===== src/rtl/alu_seq_unit.sv =====
// alu_seq_unit: EX-stage ALU with ALUOp/funct decode, registered single-cycle
// results, and an iterative unsigned shift-add multiplier / restoring divider.
// Valid/ready handshakes on both sides let the pipeline stall on long ops.
// Optional feature macro: ALU_DIVIDER_EN (DIVU support; when undefined DIVU
// decodes as illegal and no divider logic or DIV state exists).
module alu_seq_unit #(
    parameter int WIDTH = 32,
    parameter int SHW   = $clog2(WIDTH)
) (
    input  logic             clk,
    input  logic             rst,
    input  logic             in_valid,
    output logic             in_ready,
    input  logic [1:0]       ALUOp,
    input  logic [5:0]       funct,
    input  logic [WIDTH-1:0] a,
    input  logic [WIDTH-1:0] b,
    input  logic [SHW-1:0]   shamt,
    output logic             out_valid,
    input  logic             out_ready,
    output logic [WIDTH-1:0] result,
    output logic [WIDTH-1:0] result_hi,
    output logic             zero,
    output logic             illegal
);

    localparam logic [5:0] F_ADD   = 6'b100000;
    localparam logic [5:0] F_SUB   = 6'b100010;
    localparam logic [5:0] F_AND   = 6'b100100;
    localparam logic [5:0] F_OR    = 6'b100101;
    localparam logic [5:0] F_SLT   = 6'b101010;
    localparam logic [5:0] F_SLL   = 6'b000000;
    localparam logic [5:0] F_SRL   = 6'b000010;
    localparam logic [5:0] F_MULTU = 6'b011001;
    localparam logic [5:0] F_DIVU  = 6'b011011;

`ifdef ALU_DIVIDER_EN
    typedef enum logic [1:0] {S_IDLE = 2'd0, S_MUL = 2'd1, S_DIV = 2'd2, S_DONE = 2'd3} state_t;
`else
    typedef enum logic [1:0] {S_IDLE = 2'd0, S_MUL = 2'd1, S_DONE = 2'd3} state_t;
`endif

    state_t           state_q, state_d;
    logic [SHW-1:0]   cnt_q, cnt_d;
    logic [WIDTH-1:0] hi_q, hi_d;       // product high accumulator / partial remainder
    logic [WIDTH-1:0] lo_q, lo_d;       // multiplier bits / dividend-then-quotient bits
    logic [WIDTH-1:0] opnd_q, opnd_d;   // multiplicand / divisor, latched at accept
    logic [WIDTH-1:0] result_q, result_d;
    logic [WIDTH-1:0] result_hi_q, result_hi_d;
    logic             zero_q, zero_d;
    logic             illegal_q, illegal_d;
    logic             out_valid_q, out_valid_d;

    logic             accept;
    logic             is_mul;
    logic             is_div;
    logic [WIDTH-1:0] sc_res;
    logic [WIDTH-1:0] sc_hi;
    logic             sc_ill;
    logic             last_iter;
    logic [WIDTH:0]   mul_sum;
    logic [WIDTH-1:0] mul_hi_nxt;
    logic [WIDTH-1:0] mul_lo_nxt;
    logic [WIDTH:0]   div_shift;
    logic             div_ge;
    logic [WIDTH-1:0] div_rem_nxt;
    logic [WIDTH-1:0] div_quo_nxt;

    assign in_ready  = (state_q == S_IDLE) && (!out_valid_q || out_ready);
    assign accept    = in_valid && in_ready;
    assign last_iter = (cnt_q == SHW'(WIDTH - 1));

    assign out_valid = out_valid_q;
    assign result    = result_q;
    assign result_hi = result_hi_q;
    assign zero      = zero_q;
    assign illegal   = illegal_q;

    // Decode ALUOp/funct and compute the single-cycle result for the current inputs.
    always_comb begin
        sc_res = '0;
        sc_hi  = '0;
        sc_ill = 1'b0;
        is_mul = 1'b0;
        is_div = 1'b0;
        case (ALUOp)
            2'b01:   sc_res = a - b;
            2'b10,
            2'b11:   sc_res = a + b;
            default: begin
                case (funct)
                    F_ADD:   sc_res = a + b;
                    F_SUB:   sc_res = a - b;
                    F_AND:   sc_res = a & b;
                    F_OR:    sc_res = a | b;
                    F_SLT:   sc_res = {{(WIDTH-1){1'b0}}, ($signed(a) < $signed(b))};
                    F_SLL:   sc_res = b << shamt;
                    F_SRL:   sc_res = b >> shamt;
                    F_MULTU: is_mul = 1'b1;
`ifdef ALU_DIVIDER_EN
                    F_DIVU: begin
                        // Divide by zero finishes at once: all-ones quotient, dividend as remainder.
                        if (b == '0) begin
                            sc_res = '1;
                            sc_hi  = a;
                        end else begin
                            is_div = 1'b1;
                        end
                    end
`endif
                    default: sc_ill = 1'b1;
                endcase
            end
        endcase
    end

    // One shift-add multiply step and one restoring divide step from the working registers.
    always_comb begin
        mul_sum     = {1'b0, hi_q} + {1'b0, (lo_q[0] ? opnd_q : {WIDTH{1'b0}})};
        mul_hi_nxt  = mul_sum[WIDTH:1];
        mul_lo_nxt  = {mul_sum[0], lo_q[WIDTH-1:1]};
        div_shift   = {hi_q, lo_q[WIDTH-1]};
        div_ge      = (div_shift >= {1'b0, opnd_q});
        div_rem_nxt = div_ge ? (div_shift[WIDTH-1:0] - opnd_q) : div_shift[WIDTH-1:0];
        div_quo_nxt = {lo_q[WIDTH-2:0], div_ge};
    end

    // Next-state and output-register logic for the control FSM.
    always_comb begin
        state_d     = state_q;
        cnt_d       = cnt_q;
        hi_d        = hi_q;
        lo_d        = lo_q;
        opnd_d      = opnd_q;
        result_d    = result_q;
        result_hi_d = result_hi_q;
        zero_d      = zero_q;
        illegal_d   = illegal_q;
        out_valid_d = out_valid_q;
        case (state_q)
            S_IDLE: begin
                if (out_valid_q && out_ready) begin
                    out_valid_d = 1'b0;
                end
                if (accept) begin
                    if (is_mul) begin
                        state_d     = S_MUL;
                        cnt_d       = '0;
                        hi_d        = '0;
                        lo_d        = b;
                        opnd_d      = a;
                        out_valid_d = 1'b0;
                    end else if (is_div) begin
`ifdef ALU_DIVIDER_EN
                        state_d     = S_DIV;
`endif
                        cnt_d       = '0;
                        hi_d        = '0;
                        lo_d        = a;
                        opnd_d      = b;
                        out_valid_d = 1'b0;
                    end else begin
                        result_d    = sc_res;
                        result_hi_d = sc_hi;
                        zero_d      = (sc_res == '0);
                        illegal_d   = sc_ill;
                        out_valid_d = 1'b1;
                    end
                end
            end
            S_MUL: begin
                hi_d  = mul_hi_nxt;
                lo_d  = mul_lo_nxt;
                cnt_d = cnt_q + SHW'(1);
                if (last_iter) begin
                    result_d    = mul_lo_nxt;
                    result_hi_d = mul_hi_nxt;
                    zero_d      = (mul_lo_nxt == '0);
                    illegal_d   = 1'b0;
                    out_valid_d = 1'b1;
                    state_d     = S_DONE;
                end
            end
`ifdef ALU_DIVIDER_EN
            S_DIV: begin
                hi_d  = div_rem_nxt;
                lo_d  = div_quo_nxt;
                cnt_d = cnt_q + SHW'(1);
                if (last_iter) begin
                    result_d    = div_quo_nxt;
                    result_hi_d = div_rem_nxt;
                    zero_d      = (div_quo_nxt == '0);
                    illegal_d   = 1'b0;
                    out_valid_d = 1'b1;
                    state_d     = S_DONE;
                end
            end
`endif
            S_DONE: begin
                if (out_ready) begin
                    out_valid_d = 1'b0;
                    state_d     = S_IDLE;
                end
            end
            default: state_d = S_IDLE;
        endcase
    end

    // State and output registers; reset aborts any iteration immediately.
    always_ff @(posedge clk or posedge rst) begin
        if (rst) begin
            state_q     <= S_IDLE;
            cnt_q       <= '0;
            hi_q        <= '0;
            lo_q        <= '0;
            opnd_q      <= '0;
            result_q    <= '0;
            result_hi_q <= '0;
            zero_q      <= 1'b1;
            illegal_q   <= 1'b0;
            out_valid_q <= 1'b0;
        end else begin
            state_q     <= state_d;
            cnt_q       <= cnt_d;
            hi_q        <= hi_d;
            lo_q        <= lo_d;
            opnd_q      <= opnd_d;
            result_q    <= result_d;
            result_hi_q <= result_hi_d;
            zero_q      <= zero_d;
            illegal_q   <= illegal_d;
            out_valid_q <= out_valid_d;
        end
    end

endmodule


===== config.mk =====
export PLATFORM = sky130hd
export DESIGN_NAME = alu_seq_unit
export DESIGN_NICKNAME = d
export VERILOG_FILES = /design/src/rtl/alu_seq_unit.sv
export SDC_FILE = /design/constraint.sdc
export NUM_CORES = 1
export LEC_CHECK = 0
export ABC_AREA = 1
export CORE_MARGIN = 2
export CORE_UTILIZATION = 45
export DETAILED_ROUTE_END_ITERATION = 8
export PLACE_DENSITY = 0.78
export SETUP_SLACK_MARGIN = 0.3
export SLEW_MARGIN = 10
export SYNTH_ARGS = -nofsm -noshare
export SYNTH_HDL_FRONTEND = slang
export SYNTH_SLANG_ARGS = --single-unit

===== constraint.sdc =====
create_clock -name clk -period 5.7 [get_ports clk]
set_input_delay 0.855 -clock clk [delete_from_list [all_inputs] [get_ports clk]]
set_output_delay 0.855 -clock clk [all_outputs]
set_load 0.01 [all_outputs]

==> metrics.log <==
[metrics] Tcrit/Tclk final: 75.5%
[metrics] fraction of the yosys area taken by sequential cells: 22.5%
[metrics] Worst-Margin Slew: 1.06 ns
[metrics] largest cells by area after synthesis: sky130_fd_sc_hd__dfrtp_1 (22%), sky130_fd_sc_hd__nand2_1 (17%), sky130_fd_sc_hd__nand3_1 (14%)
[metrics] count leader, synth: sky130_fd_sc_hd__nand2_1
[metrics] fraction of final layout cells sized beyond drive strength 1: 5.09%
[metrics] switching power share of the total: 43.1%
[metrics] flops & latches, synth: 170
[metrics] clock input transition at the sequential cells of the worst setup and hold paths: 0.07 ns
[metrics] routed wire length: 78.7 mm
[metrics] portion of synthesized cell area occupied by the leading cell type: 22.4%
[metrics] max-slew violation total from the final report: 0
[metrics] startpoint of the tightest hold check path: result_hi[30]$_DFFE_PP0P_
[metrics] first-pass GRT wire length: 117 mm
[metrics] Ports: 149
[metrics] startpoint of the worst register-to-register path: lo_q[0]$_DFFE_PP0P_
[metrics] type of the worst setup path: in -> reg
[metrics] GP Congestion: 1.11
[metrics] Leak: 10.9 nW
[metrics] total nets after synthesis: 3346
[metrics] Tmin final: 4.30 ns
[metrics] detailed-placement wirelength estimate: 63.9 mm
[metrics] Finished Layout Cells: 3720
[metrics] placed cells: 3688
[metrics] Die X: 209 um
[metrics] total number of yosys warnings: 0
[metrics] Unique masters post-synth: 56
[metrics] cell taking the most area after synthesis: sky130_fd_sc_hd__dfrtp_1
[metrics] cell count after synthesis: 3115
[metrics] overall global routing resource usage: 35.4%
[metrics] hold violation total from the final report: 0
[metrics] primary flip-flop cell chosen by synthesis mapping: sky130_fd_sc_hd__dfrtp_1
[metrics] antenna violations before repair: 3
[metrics] post-layout net count: 3399
[metrics] result of the run: finished clean
[metrics] count of TritonRoute iterations in the first routing pass: 6
[metrics] Die Y-Extent: 209 um
[metrics] power density normalized to cell area: 245 nW/um2
[metrics] CTS root buf: sky130_fd_sc_hd__clkbuf_16
[metrics] First DRT Iteration DRCs: 2725
[metrics] sequential cell fraction of total power: 34.2%
[metrics] clock tree from TritonCTS: done
[metrics] Area growth syn-to-layout: 11.6%
[metrics] number of flops mapped to enable cells by yosys: 0
[metrics] total vias in the final route: 21.6k
[metrics] type of the worst min-delay path: reg -> reg
[metrics] post-cts gate resize count: 0
[metrics] number of diodes: 0
[metrics] async set or reset register ratio after synthesis: 100%
[metrics] maximum buffer depth of the clock tree: 2
[metrics] post-place setup slack: 1.08 ns
[metrics] fraction of power consumed by combinational cells: 42.6%
[metrics] clock share of power: 23.2%
[metrics] hold buffers post-CTS: 0
[metrics] average wire per cell in the routed design: 21.2 um
[metrics] startpoint kind of the worst setup timing path: input port
[metrics] Core Box Area: 41700 um2
[metrics] Skew-Pair Late Insertion Delay: 0.45 ns
[metrics] overflow left after global routing: 0
[metrics] CP Max Fanout: 7
[metrics] syn_area_per_cell: 6.07 um2
[metrics] Via-to-Cell Ratio: 5.81
[metrics] VDD IR max: 0.000220 V
[metrics] count of H-tree levels built during CTS: 4
[metrics] count of endpoints failing setup in the final report: 0
[metrics] final setup skew: 0.0117 ns
[metrics] Critical Path Start: b[0]
[metrics] clock sink count: 170
[metrics] net switching component of the power: 2.22 mW
[metrics] via count of the first global-routing pass: 19.8k
[metrics] number of routed nets with antenna violations: 0
[metrics] largest net degree at the start of global routing: 127
[metrics] clock buffers created by TritonCTS: 17
[metrics] number of core rows: 75
[metrics] top post-synthesis cells by count: sky130_fd_sc_hd__nand2_1 (849), sky130_fd_sc_hd__nand3_1 (532), sky130_fd_sc_hd__inv_1 (394)
[metrics] total negative slack: 0 ns
[metrics] effective utilization at floorplan: 45.4%
[metrics] post-CTS setup buffer count: 0
[metrics] top achievable clock speed: 232 MHz
[metrics] full die area: 43700 um2
[metrics] maximum capacitance violations: 0
[metrics] number of DRC violations after detailed routing: 0
[metrics] type of destination of the critical path: flip-flop
[metrics] Worst Path Required: 6.08 ns
[metrics] max-slew headroom at the worst pin: 29.2%
[metrics] number of buffer cells added on primary ports: 148
[metrics] final setup slack of the worst path: 1.40 ns
[metrics] internal power consumption: 2.94 mW
[metrics] data arrival time of the critical path: 4.69 ns
[metrics] overall power: 5.17 mW
[metrics] synthesized area: 18900 um2
[metrics] setup repair after global routing missed its margin: no
cells in the final DEF, fill, tap and decap left out, types with 4 or more instances in the layout:
cell type,Yosys,routed
sky130_fd_sc_hd__nand3_1,532,532
sky130_fd_sc_hd__nand2_4,8,8
sky130_fd_sc_hd__clkbuf_16,0,17
sky130_fd_sc_hd__a21oi_2,8,8
sky130_fd_sc_hd__inv_6,0,4
sky130_fd_sc_hd__nor2_1,244,241
sky130_fd_sc_hd__nor3_1,21,21
sky130_fd_sc_hd__nand3_2,8,8
sky130_fd_sc_hd__or2_2,8,8
sky130_fd_sc_hd__nor2_2,14,16
sky130_fd_sc_hd__o21ai_0,200,200
sky130_fd_sc_hd__nand3b_1,6,6
sky130_fd_sc_hd__inv_2,13,15
sky130_fd_sc_hd__clkdlybuf4s50_1,0,146
sky130_fd_sc_hd__a22o_1,4,4
sky130_fd_sc_hd__o21bai_1,13,13
sky130_fd_sc_hd__dfrtp_1,169,169
sky130_fd_sc_hd__o22ai_1,19,19
sky130_fd_sc_hd__xor2_1,8,8
sky130_fd_sc_hd__nor4_1,9,9
sky130_fd_sc_hd__nand2_1,849,848
sky130_fd_sc_hd__a31oi_1,40,40
sky130_fd_sc_hd__o21ai_1,13,13
sky130_fd_sc_hd__inv_1,394,392
sky130_fd_sc_hd__buf_4,25,21
sky130_fd_sc_hd__o211ai_1,12,12
sky130_fd_sc_hd__clkinvlp_4,0,4
sky130_fd_sc_hd__ha_1,147,147
sky130_fd_sc_hd__nand2_2,28,29
sky130_fd_sc_hd__a21oi_1,126,126
sky130_fd_sc_hd__nand4_1,47,47
power by group through the flow:
| stage | Clock, mW | Combinational, mW | Sequential, mW |
|---|---|---|---|
| after floorplan | 0 | 1.42 | 1.73 |
| after global placement | 0 | 2.13 | 1.77 |
| after detailed placement | 0 | 2.15 | 1.78 |
| after CTS | 1.21 | 2.16 | 1.76 |
| after global routing | 1.26 | 2.43 | 1.81 |
| final | 1.20 | 2.20 | 1.77 |
critical path: stages:
cell and delay [ns]:
sky130_fd_sc_hd__clkdlybuf4s50_1 0.66, sky130_fd_sc_hd__ha_1 0.35, sky130_fd_sc_hd__fa_1 0.43, sky130_fd_sc_hd__inv_1 0.12
sky130_fd_sc_hd__nand2_1 0.08, sky130_fd_sc_hd__nand2_2 0.14, sky130_fd_sc_hd__nand2_1 0.06, sky130_fd_sc_hd__nand2_1 0.27
sky130_fd_sc_hd__nand2_1 0.08, sky130_fd_sc_hd__nand2_1 0.23, sky130_fd_sc_hd__nand2_1 0.12, sky130_fd_sc_hd__nand2_1 0.09
sky130_fd_sc_hd__nand2_1 0.05, sky130_fd_sc_hd__nand3_1 0.15, sky130_fd_sc_hd__nand3_1 0.23, sky130_fd_sc_hd__nor2_1 0.15
sky130_fd_sc_hd__nand2_1 0.08, sky130_fd_sc_hd__nor3_1 0.29, sky130_fd_sc_hd__nand2_1 0.12, sky130_fd_sc_hd__a21oi_2 0.13
final cells by class:
| class | instances | area (um2) |
|---|---|---|
| Fill cell | 4384 | 20600 |
| Multi-Input combinational cell | 2396 | 12300 |
| Sequential cell | 170 | 4260 |
| Timing Repair Buffer | 172 | 1690 |
| Inverter | 411 | 1550 |
| Tap cell | 539 | 674 |
| Clock buffer | 17 | 425 |
| Clock inverter | 15 | 181 |
through the flow:
step           hold slack, ns  util, %  area (um2)
2_1_floorplan           0.448        -       18900
3_3_place_gp            0.465     49.2       20500
3_5_place_dp            0.472     49.2       20500
4_1_cts                 0.488     50.7       21100
5_1_grt                 0.502     50.7       21100
6_report                0.481     50.7       21100
kinds of logic (layout without fill, tap and decap cells):
| logic type | Yosys count | after routing | synth area share [%] |
|---|---|---|---|
| adder cells (fa/ha/maj) | 150 | 150 | 10.0 |
| XOR/XNOR | 8 | 8 | 0.371 |
| buffers and inverters | 549 | 615 | 12.3 |
| AND/OR/NAND/NOR | 1786 | 1786 | 41.5 |
| flip-flops | 170 | 170 | 22.5 |
| AO/OA/AOI/OAI | 452 | 452 | 13.2 |
state kept, by name (all words and copies together) (netlist names):
| name | cells |
|---|---|
| cnt_q | 5 |
| hi_q | 32 |
| illegal | 1 |
| lo_q | 32 |
| opnd_q | 32 |
| out_valid | 1 |
| result | 32 |
| result_hi | 32 |
| state_q | 2 |
| zero | 1 |
layer usage:
| layer | vias to the layer above | track usage (%) | routed length, um |
|---|---|---|---|
| li1 | 10300 | - | - |
| met1 | 9960 | 49.6 | 33900 |
| met2 | 1153 | 54.9 | 34400 |
| met3 | 184 | 3.85 | 6720 |
| met4 | 2 | 16.2 | 3750 |
| met5 | - | 0 | 13 |
path summary, 6_finish.rpt:
check / slack, ns / to / cells after the start
min: 0.48 / result_hi[30]$_DFFE_PP0P_ / 2
max in group asynchronous: 3.56 / opnd_q[26]$_DFFE_PP0P_ / 3
min in group asynchronous: 0.97 / out_valid$_DFFE_PP0P_ / 2
min reg2reg: 0.48 / result_hi[30]$_DFFE_PP0P_ / 2
max reg2reg: 2.22 / result_hi[31]$_DFFE_PP0P_ / 18
max: 1.40 / zero$_DFFE_PP1P_ / 20
(Power assumes the default switching activity.)
